<file path="src/rtl/vga_frame_reader.sv">
// 640x480@60 VGA scan generator that reads one colour per cell from the video RAM
// and drives registered RGB and sync outputs, one pixel behind the counters.
module vga_frame_reader #(
    parameter int H_VISIBLE  = 640,
    parameter int H_FRONT    = 16,
    parameter int H_SYNC     = 96,
    parameter int H_BACK     = 48,
    parameter int V_VISIBLE  = 480,
    parameter int V_FRONT    = 10,
    parameter int V_SYNC     = 2,
    parameter int V_BACK     = 33,
    parameter int CLK_DIV    = 2,
    parameter int CELL_SHIFT = 5,
    parameter int ADDR_W     = 9
) (
    input  logic              Clock,
    input  logic              Reset,
    output logic [ADDR_W-1:0] oVideoAddress,
    input  logic [2:0]        iVideoData,
    output logic              oRed,
    output logic              oGreen,
    output logic              oBlue,
    output logic              oHSync,
    output logic              oVSync,
    output logic              oFrameStart,
    output logic [9:0]        oColumn,
    output logic [9:0]        oRow
);

    localparam int H_TOTAL = H_VISIBLE + H_FRONT + H_SYNC + H_BACK;
    localparam int V_TOTAL = V_VISIBLE + V_FRONT + V_SYNC + V_BACK;
    localparam int DIV_W   = (CLK_DIV > 1) ? $clog2(CLK_DIV) : 1;

    localparam logic [DIV_W-1:0] DIV_LAST = DIV_W'(CLK_DIV - 1);
    localparam logic [9:0] H_LAST   = 10'(H_TOTAL - 1);
    localparam logic [9:0] V_LAST   = 10'(V_TOTAL - 1);
    localparam logic [9:0] H_VIS    = 10'(H_VISIBLE);
    localparam logic [9:0] V_VIS    = 10'(V_VISIBLE);
    localparam logic [9:0] HS_START = 10'(H_VISIBLE + H_FRONT);
    localparam logic [9:0] HS_END   = 10'(H_VISIBLE + H_FRONT + H_SYNC);
    localparam logic [9:0] VS_START = 10'(V_VISIBLE + V_FRONT);
    localparam logic [9:0] VS_END   = 10'(V_VISIBLE + V_FRONT + V_SYNC);
    localparam logic [19:0] CELLS_PER_ROW = 20'(H_VISIBLE >> CELL_SHIFT);

    logic [DIV_W-1:0] div_q, div_d;
    logic [9:0]       col_q, col_d;
    logic [9:0]       row_q, row_d;
    logic             hsync_q, hsync_d;
    logic             vsync_q, vsync_d;
    logic             fs_q, fs_d;
    logic [2:0]       rgb_q, rgb_d;

    logic             tick_s;
    logic             visible_s;
    logic             hs_win_s;
    logic             vs_win_s;
    logic [9:0]       col_clamp_s;
    logic [9:0]       row_clamp_s;

    // Cell address; blanking positions clamp to the last visible cell so the index stays in range
    always_comb begin
        col_clamp_s = (col_q < H_VIS) ? col_q : (H_VIS - 10'd1);
        row_clamp_s = (row_q < V_VIS) ? row_q : (V_VIS - 10'd1);
        oVideoAddress = ADDR_W'(20'(row_clamp_s >> CELL_SHIFT) * CELLS_PER_ROW
                                + 20'(col_clamp_s >> CELL_SHIFT));
    end

    // Pixel divider, scan counters and output latch from the pre-increment position
    always_comb begin
        tick_s    = (div_q == DIV_LAST);
        visible_s = (col_q < H_VIS) && (row_q < V_VIS);
        hs_win_s  = (col_q >= HS_START) && (col_q < HS_END);
        vs_win_s  = (row_q >= VS_START) && (row_q < VS_END);

        div_d   = div_q;
        col_d   = col_q;
        row_d   = row_q;
        hsync_d = hsync_q;
        vsync_d = vsync_q;
        rgb_d   = rgb_q;
        fs_d    = 1'b0;

        if (tick_s) begin
            div_d   = {DIV_W{1'b0}};
            hsync_d = ~hs_win_s;
            vsync_d = ~vs_win_s;
            rgb_d   = visible_s ? iVideoData : 3'b000;
            fs_d    = (col_q == H_LAST) && (row_q == V_LAST);
            if (col_q == H_LAST) begin
                col_d = 10'd0;
                if (row_q == V_LAST) begin
                    row_d = 10'd0;
                end else begin
                    row_d = row_q + 10'd1;
                end
            end else begin
                col_d = col_q + 10'd1;
            end
        end else begin
            div_d = div_q + DIV_W'(1);
        end
    end

    // State and output registers with synchronous reset
    always_ff @(posedge Clock) begin
        if (Reset) begin
            div_q   <= {DIV_W{1'b0}};
            col_q   <= 10'd0;
            row_q   <= 10'd0;
            hsync_q <= 1'b1;
            vsync_q <= 1'b1;
            fs_q    <= 1'b0;
            rgb_q   <= 3'b000;
        end else begin
            div_q   <= div_d;
            col_q   <= col_d;
            row_q   <= row_d;
            hsync_q <= hsync_d;
            vsync_q <= vsync_d;
            fs_q    <= fs_d;
            rgb_q   <= rgb_d;
        end
    end

    assign oRed        = rgb_q[2];
    assign oGreen      = rgb_q[1];
    assign oBlue       = rgb_q[0];
    assign oHSync      = hsync_q;
    assign oVSync      = vsync_q;
    assign oFrameStart = fs_q;
    assign oColumn     = col_q;
    assign oRow        = row_q;

endmodule

</file>
<file path="config.mk">
export PLATFORM = sky130hd
export DESIGN_NAME = vga_frame_reader
export DESIGN_NICKNAME = d
export VERILOG_FILES = /design/src/rtl/vga_frame_reader.sv
export SDC_FILE = /design/constraint.sdc
export NUM_CORES = 1
export LEC_CHECK = 0
export CAP_MARGIN = 20
export CORE_MARGIN = 5
export CORE_UTILIZATION = 49
export DETAILED_ROUTE_END_ITERATION = 10
export MAX_ROUTING_LAYER = met4
export PLACE_DENSITY = 0.8
export RECOVER_POWER = 100
export SYNTH_ARGS = -nofsm -noshare
export SYNTH_HDL_FRONTEND = slang
export SYNTH_SLANG_ARGS = --single-unit
</file>
<file path="constraint.sdc">
create_clock -name Clock -period 3.3 [get_ports Clock]
set_clock_uncertainty 0.1 [all_clocks]
set_input_delay 0.495 -clock Clock [delete_from_list [all_inputs] [get_ports Clock]]
set_output_delay 0.495 -clock Clock [all_outputs]
set_load 0.01 [all_outputs]
</file>
==> flow_summary.ini, run 1 <==
[run_status]
status = finished, violations left
violations = negative setup slack

[timing]
max_freq_ghz = 0.296
setup_ws_ps = -80.4
period_share_pct = 102
relSlewSlack_pct = 30.3
tightest_slew_ps = 1040
min_period_ps = 3380
rsz0062_at_grt = true
timing.hold.ws_ps = 391
finalSetupViolations = 1
finalHoldViolCount = 0
drv_slew = 0

[floorplanning]
die_h_um = 67.3
fp.dieW_um = 67.3
start_util_pct = 51.9
die_area_um2 = 4530
fp-row-count = 20
core_um2 = 3100
io_pins = 40

[critical_path]
start_kind = flip-flop
critPathMostFrequentCell = ha_4
cpLargestDelayFamily = adder cells
worst-path-buf-inv = 2
cp_slowest_cell = fa_1
critical_path_class = reg2out
cp_slowest_stage_delay_ps = 480
critPathRequiredTime_ps = 2700
cp-end-kind = output port
crit_chain = or2_2 -> ha_4 -> ha_4 -> inv_2 -> fa_1 -> nor2b_2 -> o21ai_2 -> mux2_4 -> o22ai_2 -> buf_2
arrival_ps = 2790
cp_max_fo = 6

[cells_and_area]
multi_input_area_um2 = 1020
syn_to_final_growth_pct = 39.1
drive_gt1_share_pct = 18.0
mostFrequentLayoutCells = 23 x dfxtp_1, 22 x clkdlybuf4s50_1, 20 x buf_4, 15 x nor3_1
final_common_cell = dfxtp_1
fin_nets = 264
seq_area_um2 = 548
diodes = 0
n_fill_cell = 264

[run]
maxCapViolCount = 0

[global_routing]
grt_pass1_vias = 1391
grtUsageMet2_pct = 31.0
grt_pass1_wl_mm = 6.09
met1_usage_pct = 20.8
grt_overflow = 0
grt_use_total_pct = 17.2
grt_max_degree = 18
busiest_layer = met2
grt_use_met3_pct = 2.33
antenna_found_initial = 0

[synth]
synth_cells = 189
ys_ff_latch = 27
yosys_warnings = 0
syn_area_per_cell_um2 = 8.52
synth_ff_type = dfxtp_1
synth_area_um2 = 1610
synth_edf_count = 0
yosysUniqueCellTypes = 42
syn_nets = 207
synth-async-reset-ratio_pct = 0
synth_sequential_area_ratio_pct = 33.6

[pwr]
vdd_ir_drop_max_v = 0.000302
finalPower_w = 0.000507
p_leak_nw = 0.880
powerDensity_nw_per_um2 = 226

[route]
first_iter_violations = 19
vias = 1522
drtPass1Iterations = 4
ant_nets = 0
routed_wl_mm = 3.73
via_per_inst = 5.27
wire_per_inst_um = 12.9
drc = 0

[place]
port_buffers = 39
gp_congestion = 0.789
hpwl_mm = 2.80
place_ws_ps = -203

[clock_tree]
clk_pin_slew_worst_paths_ps = 140
cts_buffer_depth = 2
h-tree-depth = 1
hold_buffers = 0
cts_setup_buffers = 0
insertion_delay_ps = 310
numClockSinks = 27
cts_buffers = 3
clockRootBuffer = clkbuf_4
cts_tree = done

[hold_path]
hold_path.class = reg2reg
==> sequential cells by signal, indices dropped and copies added (netlist names) <==
| name | cells |
|---|---|
| rgb_q | 3 |
| oRow | 10 |
| oFrameStart | 1 |
| oColumn | 10 |
| oHSync | 1 |
| div_q | 1 |
| oVSync | 1 |
==> routing by layer <==
metal,part of all wire [%],vias to the layer above
met4,0.48,0
met5,0,-
li1,-,771
met1,45,710
met3,4.6,2
met2,50,39
==> cell families (layout without fill, tap and decap cells) <==
| logic type | count (synthesis) | count (layout) | share of synthesized area [%] |
|---|---|---|---|
| simple gates | 83 | 83 | 28.5 |
| buf+inv | 23 | 79 | 6.37 |
| xor+xnor | 16 | 16 | 8.70 |
| fa+ha+maj | 13 | 13 | 11.0 |
| flops | 27 | 27 | 33.6 |
| compound gates | 23 | 23 | 9.25 |
| mux | 4 | 4 | 2.56 |
==> where the power goes <==
part	switching [W]	internal [W]	leakage [nW]
clock network	0.0000905	0.0000471	0.0150
logic	0.0000153	0.0000167	0.644
registers	0.00000668	0.000331	0.221
==> path summary, 6_finish.rpt <==
check / start / to / slack (ps) / depth (start not counted)
setup / recovery: oRow[9] / oVideoAddress[8] / -80 / 10
hold / removal: rgb_q[0] / rgb_q[0] / 390 / 1
setup reg to reg: oColumn[8] / oRow[2] / 990 / 4
hold reg to reg: rgb_q[0] / rgb_q[0] / 390 / 1
==> cells in the mapped netlist (all sizes together) (7+ instances only) <==
library cell | n | area share, %
dfxtp | 27 | 34
inv | 15 | 3.5
nor3 | 15 | 5.0
nor2 | 14 | 3.3
ha | 11 | 8.5
xnor2 | 11 | 6.0
nand3 | 9 | 2.8
a21oi | 8 | 2.5
nand2 | 7 | 1.6
nor4 | 7 | 2.7
==> through the flow <==
step / instance area (um^2) / util (%) / setup TNS, ps / std cells
2_1_floorplan: 1610 / - / 0 / 189
3_3_place_gp: 2170 / 69.8 / -118 / 285
3_5_place_dp: 2170 / 69.8 / -203 / 285
4_1_cts: 2200 / 70.9 / -99.4 / 289
5_1_grt: 2240 / 72.2 / -182 / 289
6_report: 2240 / 72.2 / -80.4 / 289
==> what timing repair did <==
| action | 4_1_cts | 5_1_grt |
|---|---|---|
| endpoints found under the hold margin | 0 | 0 |
| setup endpoints to repair | 4 | 3 |
| pin swaps | 0 | 4 |
| resized for setup | 14 | 15 |
==> layout make-up <==
cell class                 instances  area share (%)
timing repair buffer              60            23.9
tap                               44            2.46
clock buffer                       4            1.17
multi-input combinational        139            45.5
sequential                        27            24.5
inverter                          15            2.51
Power figures use the tool's default switching activity.
==> inputs of run 2 (changes only) <==
Settings changed: SLEW_MARGIN from default to 20.
==> results of run 2 <==
No change in the layout: final DEF, timing and power equal those of run 1.
==> inputs of run 3 (changes only) <==
Settings changed: GPL_TIMING_DRIVEN from default to 0.
==> flow_summary.ini, run 3 (synthesized netlist as in run 1, its figures left out) <==
[clock_tree]
insertion_delay_ps = 330
cts_buffer_depth = 2
cts_buffers = 3
clk_pin_slew_worst_paths_ps = 140
h-tree-depth = 1
clockRootBuffer = clkbuf_4
cts_tree = done
numClockSinks = 27

[place]
placed_cell_area_um2 = 2050
place_ws_ps = -575
hpwl_mm = 2.78
port_buffers = 38
gp_congestion = 0.818

[global_routing]
grt_pass1_wl_mm = 7.16
antenna_found_initial = 0
grt_use_total_pct = 21.1
grt_overflow = 0
grt_pass1_vias = 1520
grt_max_degree = 15

[floorplanning]
io_pins = 40
fp.dieW_um = 67.3
die_h_um = 67.3
core_um2 = 3100
die_area_um2 = 4530
start_util_pct = 51.9
fp-row-count = 20

[cells_and_area]
mostFrequentLayoutCells = 27 x dlygate4sd3_1, 22 x dfxtp_1, 15 x nor3_1, 14 x inv_1, 14 x buf_4
diodes = 0
drive_gt1_share_pct = 16.8
fin_nets = 263
n_fill_cell = 268
syn_to_final_growth_pct = 38.8
final_cell_area_um2 = 2230
final_common_cell = dlygate4sd3_1

[critical_path]
critical_path_class = reg2out
cp_max_fo = 2
start_kind = flip-flop
cp-end-kind = output port
reg2reg_from = oColumn[8]
regToRegEndpoint = oRow[2]
r2r_slack_ps = 610
r2r_cells = 6
arrival_ps = 2830
critPathRequiredTime_ps = 2700

[timing]
relSlewSlack_pct = 25.9
finalHoldViolCount = 0
tightest_slew_ps = 1100
min_period_ps = 3430
drv_slew = 0
max_freq_ghz = 0.292
period_share_pct = 104
finalSetupViolations = 2
setup_ws_ps = -129
rsz0062_at_grt = true

[route]
via_per_inst = 5.44
drtPass1Iterations = 4
ant_nets = 0
vias = 1567
wire_per_inst_um = 14.5
routed_wl_mm = 4.19
first_iter_violations = 77
drc = 0

[pwr]
vdd_ir_drop_max_v = 0.000222
p_leak_nw = 0.900
powerDensity_nw_per_um2 = 229

[run]
maxCapViolCount = 0

[hold_path]
worstHoldPathCells = 1
hold_start = rgb_q[1]
hold_path.class = reg2reg
hold_end = rgb_q[1]

[run_status]
violations = negative setup slack
status = finished, violations left
==> run 3: changes by cell type in the layout (fill, tap and decap cells not counted), moves of 2 or more <==
cell,before,now
clkdlybuf4s50_1,22,7
dlygate4sd3_1,12,27
buf_4,20,14
clkbuf_1,2,8
dfxtp_4,1,4
dfxtp_2,3,1
dlygate4sd2_1,2,0
or2_2,2,0
or2_4,0,2
==> run 3: where the power goes <==
group	leakage (nW)	internal, W	total [W]	switching [W]
Clock	0.0150	0.0000475	0.000146	0.0000981
Combinational	0.662	0.0000159	0.0000339	0.0000180
Sequential	0.222	0.000328	0.000333	0.00000449
Total	0.900	0.000392	0.000512	0.000121
==> run 3: metal layers <==
metal | vias to the layer above | share of wire [%] | global-route usage (%)
li1 | 777 | - | -
met1 | 741 | 43 | 24.9
met2 | 41 | 50 | 36.8
met3 | 8 | 4.4 | 3.49
met4 | 0 | 1.8 | 6.08
met5 | - | 0 | -
==> run 3: layout make-up <==
| cell class | instances | area (um^2) | area share (%) |
|---|---|---|---|
| plain buffers | 7 | 33.8 | 1.51 |
| clock buffers | 4 | 26.3 | 1.18 |
| inverters | 15 | 56.3 | 2.52 |
| multi-input cells | 139 | 1040 | 46.6 |
| flip-flops and latches | 27 | 557 | 24.9 |
| well taps | 44 | 55.1 | 2.46 |
| repair buffers | 52 | 464 | 20.8 |
==> run 3: metrics by stage <==
step           hold slack, ps  util, %  cells  TNS, ps  power (W)
5_1_grt                   418     72.0    288     -377   0.000534
6_report                  401     72.0    288     -163   0.000512
4_1_cts                   409     72.1    286     -122   0.000519
3_5_place_dp              363     65.9    271     -834   0.000379
2_1_floorplan             409        -    189        0   0.000361
3_3_place_gp              370     65.9    271     -655   0.000379
==> run 3: how the worst max path moves through the flow <==
stage | startpoint | end | slack (ps) | cells past startpoint
2_1_floorplan | oRow[5] | oVideoAddress[8] | 160 | 11
3_3_place_gp | oRow[5] | oVideoAddress[8] | -460 | 12
3_5_place_dp | oRow[5] | oVideoAddress[8] | -570 | 12
4_1_cts | oRow[7] | oVideoAddress[8] | -120 | 12
5_1_grt | oRow[5] | oVideoAddress[8] | -230 | 12
6_report | oRow[7] | oVideoAddress[8] | -130 | 12
==> run 3: repair_timing <==
item | 4_1_cts | 5_1_grt
gates resized for setup | 37 | 4
buffers inserted | 13 | 2
setup endpoints to repair | 5 | 4
hold buffers | 0 | 0
pin swaps | 7 | 2
==> run 3: critical path, cell delays in order, from the launching register on <==
cell and delay, ps:
dfxtp_4 380, and3_4 210, nand2_4 50, and3b_1 200, ha_4 180, ha_4 160, inv_2 50, fa_1 450
nor2b_2 160, o21ai_2 90, mux2_4 310, o22ai_2 130, buf_2 150
